$ cat config.mk
export PLATFORM = sky130hd
export DESIGN_NAME = write_interface
export DESIGN_NICKNAME = d
export VERILOG_FILES = /design/src/rtl/write_interface.sv
export SDC_FILE = /design/constraint.sdc
export NUM_CORES = 1
export LEC_CHECK = 0
export ABC_AREA = 1
export BUFFER_PORTS_ARGS = -buffer_cell sky130_fd_sc_hd__buf_2
export CORE_MARGIN = 2
export CORE_UTILIZATION = 45
export CTS_BUF_LIST = sky130_fd_sc_hd__clkbuf_4 sky130_fd_sc_hd__clkbuf_8
export DETAILED_ROUTE_END_ITERATION = 7
export PLACE_DENSITY = 0.89
export SLEW_MARGIN = 0
export SYNTH_ARGS = -nofsm -noshare
export SYNTH_HDL_FRONTEND = slang
export SYNTH_SLANG_ARGS = --single-unit
export TNS_END_PERCENT = 5
$ cat constraint.sdc
create_clock -name clk -period 2.9 [get_ports clk]
set_input_delay 0.29 -clock clk [delete_from_list [all_inputs] [get_ports clk]]
set_output_delay 0.29 -clock clk [all_outputs]
set_load 0.02 [all_outputs]
$ cat src/rtl/write_interface.sv
// Write-side control for a single-clock FIFO: owns the write pointer, gates memory
// writes, and produces registered full / almost_full / fill_level plus sticky overflow.
module write_interface #(
    parameter int DATA_WIDTH         = 8,
    parameter int ADDR_WIDTH         = 5,
    parameter int ALMOST_FULL_MARGIN = 2
) (
    input  logic                  clk,
    input  logic                  rst,
    input  logic                  write_en,
    input  logic [DATA_WIDTH-1:0] write_data,
    input  logic [ADDR_WIDTH:0]   read_addr,
    input  logic                  mem_read_en,
    output logic [ADDR_WIDTH:0]   write_addr,
    output logic                  mem_write_en,
    output logic [DATA_WIDTH-1:0] mem_write_data,
    output logic                  full,
    output logic                  almost_full,
    output logic [ADDR_WIDTH:0]   fill_level,
    output logic                  overflow,
    input  logic                  overflow_clr
);

    localparam int PW    = ADDR_WIDTH + 1;
    localparam int DEPTH = 1 << ADDR_WIDTH;

    localparam logic [PW-1:0] FULL_LEVEL = PW'(DEPTH);
    localparam logic [PW-1:0] AF_LEVEL   = PW'(DEPTH - ALMOST_FULL_MARGIN);

    logic [PW-1:0] r_write_addr;
    logic [PW-1:0] r_fill_level;
    logic          r_full;
    logic          r_almost_full;
    logic          r_overflow;

    logic          w_accept;
    logic [PW-1:0] w_wp_nxt;
    logic [PW-1:0] w_rp_nxt;
    logic [PW-1:0] w_fill_nxt;

    // Gating uses the registered full, so a write coinciding with a pop at full is rejected.
    assign w_accept   = write_en & ~r_full & ~rst;
    assign w_wp_nxt   = r_write_addr + PW'(w_accept);
    assign w_rp_nxt   = read_addr + PW'(mem_read_en);
    assign w_fill_nxt = w_wp_nxt - w_rp_nxt;

    // NOTE: sequential state uses non-blocking assignments so every register samples pre-edge values.
    always_ff @(posedge clk) begin
        if (rst) begin
            r_write_addr  <= '0;
            r_fill_level  <= '0;
            r_full        <= 1'b0;
            r_almost_full <= 1'b0;
            r_overflow    <= 1'b0;
        end else begin
            r_write_addr  <= w_wp_nxt;
            r_fill_level  <= w_fill_nxt;
            r_full        <= (w_fill_nxt == FULL_LEVEL);
            r_almost_full <= (w_fill_nxt >= AF_LEVEL);
            // Set term is OR-ed last, so a simultaneous set and clear leaves overflow set.
            r_overflow    <= (r_overflow & ~overflow_clr) | (write_en & r_full);
        end
    end

    assign write_addr     = r_write_addr;
    assign mem_write_en   = w_accept;
    assign mem_write_data = write_data;
    assign full           = r_full;
    assign almost_full    = r_almost_full;
    assign fill_level     = r_fill_level;
    assign overflow       = r_overflow;

endmodule
# Word level (Yosys, flattened, before mapping)
# Cells that the tools add are included.
# classes
addsub	3
multipliers	0
div	0
n_lt_le_gt_ge	1
n_eq_ne	1
n_shift	0
mux	0
bitwise	8
n_reduce_logical	0
# ops
cell	n
6-bit by 1-bit adder with 6-bit output	2
6-bit == test, second input constant	1
6-bit by 5-bit greater-or-equal comparator with 1-bit output, second input constant	1
6-bit subtractor	1
1-bit AND	4
1-bit NOT	3
1-bit bitwise OR	1
# totals
ff_bits	15
latchBits	0
ramBits	0
romBits	0
in_bits	19
output_inout_bits	24
memories	0

# Longest topological paths before layout
# logic_depth
ltp_word	6
mapped_depth	21

# Worst setup path before layout
# Ideal clock, no wire load.
# synth_timing
path_type	register to register
startpoint	reg r_full (netlist: full)
endpoint	reg r_almost_full (netlist: almost_full)
arrival_time_ps	2668
t_required_ps	2787
path_slack_ps	119
stages_incl_launch_ff	18
synth_period_minus_slack_ps	2781
cell_sequence	dfxtp_1 > nor2_1 > ha_1 > ha_1 > nand3_1 > xor2_1 > inv_1 > ha_1 > inv_1 > ha_1 > nand2_1 > inv_1 > o21ai_1 > nand2_1 > nor2_1 > nand3_1 > nand3_2 > nand2_1
# synth_via
elab_chain_len	6
# synth_lines
element	line_no	text
start: declaration	32	logic r_full;
start signal: assignment	58	r_full <= (w_fill_nxt == FULL_LEVEL);
1-bit NOT	42	assign w_accept = write_en & ~r_full & ~rst;
1-bit AND (2 in series)	42	
via mem_write_en	15	output logic mem_write_en,
6-bit by 1-bit adder with 6-bit output	43	assign w_wp_nxt = r_write_addr + PW'(w_accept);
6-bit subtractor	45	assign w_fill_nxt = w_wp_nxt - w_rp_nxt;
6-bit by 5-bit greater-or-equal comparator with 1-bit output	59	r_almost_full <= (w_fill_nxt >= AF_LEVEL);
end signal: assignment	59	
end: declaration	33	logic r_almost_full;
# The timed path passes the listed nets, and every way through them passes these cells.
# A chain may end at the register's enable or synchronous reset.

# Worst setup path in the final report
# layout_timing
startpoint	reg r_full (netlist: full)
endpoint	reg r_almost_full (netlist: almost_full)
# layout_via
elab_chain_len	6
# layout_lines
element	line_no
1-bit NOT	42
1-bit AND (2 in series)	42
6-bit by 1-bit adder with 6-bit output	43
6-bit subtractor	45
6-bit by 5-bit greater-or-equal comparator with 1-bit output	59
# Every way passes these cells.

==> metrics <==
vias in the first global route=839; clock sinks=15; number of distinct library cells after synthesis=23; # diodes=0; async set-reset flop share out of synthesis=0%; RSZ-0062 raised after global routing=no; Die Area=2470 um2; Worst VDD drop=0.180 mV; global route total overflow=0; Tcrit/Tclk final=91.6%; top cell type's share of synthesized area=32.0%; Setup Skew=0.00491 ns; Via density=4.79; WS Path Type=reg -> reg; Max Slew Vio Count=0; YS warnings=0; clock latency on the worst-skew pair=0.30 ns; CP required=3.10 ns; most frequent cell after synthesis=inv_1; Initial Util=47.9%; first-pass GRT wire length=3260 um; MaxCap Viol Count=0; setup TNS=0 ns; nets@finish=180; core region area=1960 um2; via count=848; top post-synthesis cells by area=dfxtp_1, inv_1, ha_1; area of the mapped netlist=940 um2; Routed WL per cell=11.3 um; Hold Fails Final Rpt=0; Routed WL=2000 um; Cell Pwr Density=443 nW/um2; syn_nets=156; final setup vio count=0; Leak Pwr=0.610 nW; Die Wd=49.7 um; drc violations=0; crit path capture type=flop; Post-DRT Antenna Nets=0; number of flops mapped to enable cells by yosys=0; hold bufs inserted after CTS=0; clock period minus worst slack=2.66 ns; status=completed; initial antenna violation count=0; FP Rows=16; gpl congestion=0.776; Clock transition at path regs=0.09 ns; port bufs=26; Synth area leader=dfxtp_1; layout cells sized above 1=29.3%; initial DRC count=16; register area share after synthesis=32.0%; CTS buffer count=3; Synth Instances=127; Max Clk Rate=376 MHz; Synth top cells by count=inv_1, nand2_1, nor2_1; Die H=49.7 um; CP max FO=4; Fillers=191; CTS tree=built; Synth Register Bits=15; aggregate global-route resource usage=17.1%; CTS Buffer Depth=2; class of the worst hold path=in -> reg; crit path launch type=flop; Worst Max-Slew Pin Slew=0.217 ns; placed cells=172; ys flop type=dfxtp_1; H-tree depth=1; worst rel slew slack=85.4%; Data arrival, critical path=2.86 ns; Ports=43; DR pass1 iterations=4; P&R area growth vs syn=15.7%; maximum number of pins on one net before global-route repair=13; Root Buffer=clkbuf_4; Avg Inst Size Synth=7.40 um2; HPWL Detailed=1550 um; non-filler cells, final=177
==> final cells by class <==
cell class	instances	area, um2	share of cell area [%]
Multi-Input combinational cell	74	472	43.4
Sequential cell	15	300	27.6
Timing Repair Buffer	28	145	13.3
Inverter	29	109	10.0
Tap cell	27	33.8	3.11
Clock buffer	3	22.5	2.07
Clock inverter	1	5.00	0.460
==> cells in the final DEF (no fill, tap or decap), drive strengths merged <==
cell    synthesis  final
clkinv          0      1
o21bai          1      1
a21oi           3      3
clkbuf          1      3
ha              8      8
nand3          10     10
and3            1      1
xor2            3      3
xnor2           1      1
buf             8     28
dfxtp          15     15
nor3            1      1
nor2           20     20
inv            29     29
nand3b          1      1
o21ai           3      3
nand2          20     20
fa              2      2
==> critical path: stages (launching register included) <==
cell	delay [ns]
dfxtp_1	0.33
nor2_1	0.14
ha_2	0.22
ha_1	0.18
nand3_1	0.09
xor2_1	0.15
inv_1	0.07
ha_1	0.28
inv_1	0.04
ha_1	0.32
nand2_1	0.10
inv_1	0.04
o21ai_1	0.07
nand2_1	0.07
nor2_2	0.11
nand3_1	0.14
nand3_2	0.13
nand2_1	0.07
==> state kept, by name, summed over array words and instances (netlist names) <==
register / flops
write_addr: 6
fill_level: 6
almost_full: 1
full: 1
overflow: 1
==> per-layer routing <==
layer / vias up / global-route usage (%) / wire length (um)
met5: - / 0 / 0
met4: 0 / 13.0 / 61
met3: 7 / 0.909 / 85
met2: 29 / 33.1 / 1120
met1: 390 / 16.7 / 730
li1: 422 / - / -
==> report_power, final <==
part | leakage, nW | switching [mW] | internal (mW)
clock | 0.0177 | 0.0728 | 0.0515
sequential | 0.123 | 0.00439 | 0.220
combinational | 0.470 | 0.0840 | 0.0480
==> path summary, 6_finish.rpt <==
check                                          from                     end  slack (ns)  depth (start not counted)
worst min register to register  overflow$_SDFF_PP0_     overflow$_SDFF_PP0_        0.47                          2
worst min-delay path                   overflow_clr     overflow$_SDFF_PP0_        0.24                          4
worst max-delay path                full$_SDFF_PP0_  almost_full$_SDFF_PP0_        0.24                         17
worst max register to register      full$_SDFF_PP0_  almost_full$_SDFF_PP0_        0.24                         17
==> through the flow <==
stage | worst slack [ns] | utilization, % | hold slack (ns) | power, mW | area [um2]
2_1_floorplan | 0.119 | - | 0.359 | 0.335 | 940
3_3_place_gp | 0.133 | 53.4 | 0.445 | 0.351 | 1050
3_5_place_dp | 0.0356 | 53.4 | 0.457 | 0.358 | 1050
4_1_cts | 0.177 | 54.8 | 0.238 | 0.479 | 1070
5_1_grt | 0.0111 | 55.4 | 0.274 | 0.504 | 1090
6_report | 0.243 | 55.4 | 0.237 | 0.481 | 1090
==> what timing repair did <==
item | 4_1_cts | 5_1_grt
setup endpoints to repair | 0 | 3
setup buffers | 0 | 1
resized for setup | 0 | 2
==> cell families (layout without fill, tap and decap cells) <==
family	after synthesis	count (layout)	share of synthesized area, %
buffers and inverters	38	61	18.4
DFF	15	15	32.0
and+or+nand+nor	53	53	26.2
adders and majority gates	10	10	14.9
AOI/OAI and AO/OA	7	7	4.79
xor gates and xnor gates	4	4	3.73
Note: power is estimated with default switching activity, not from simulation.
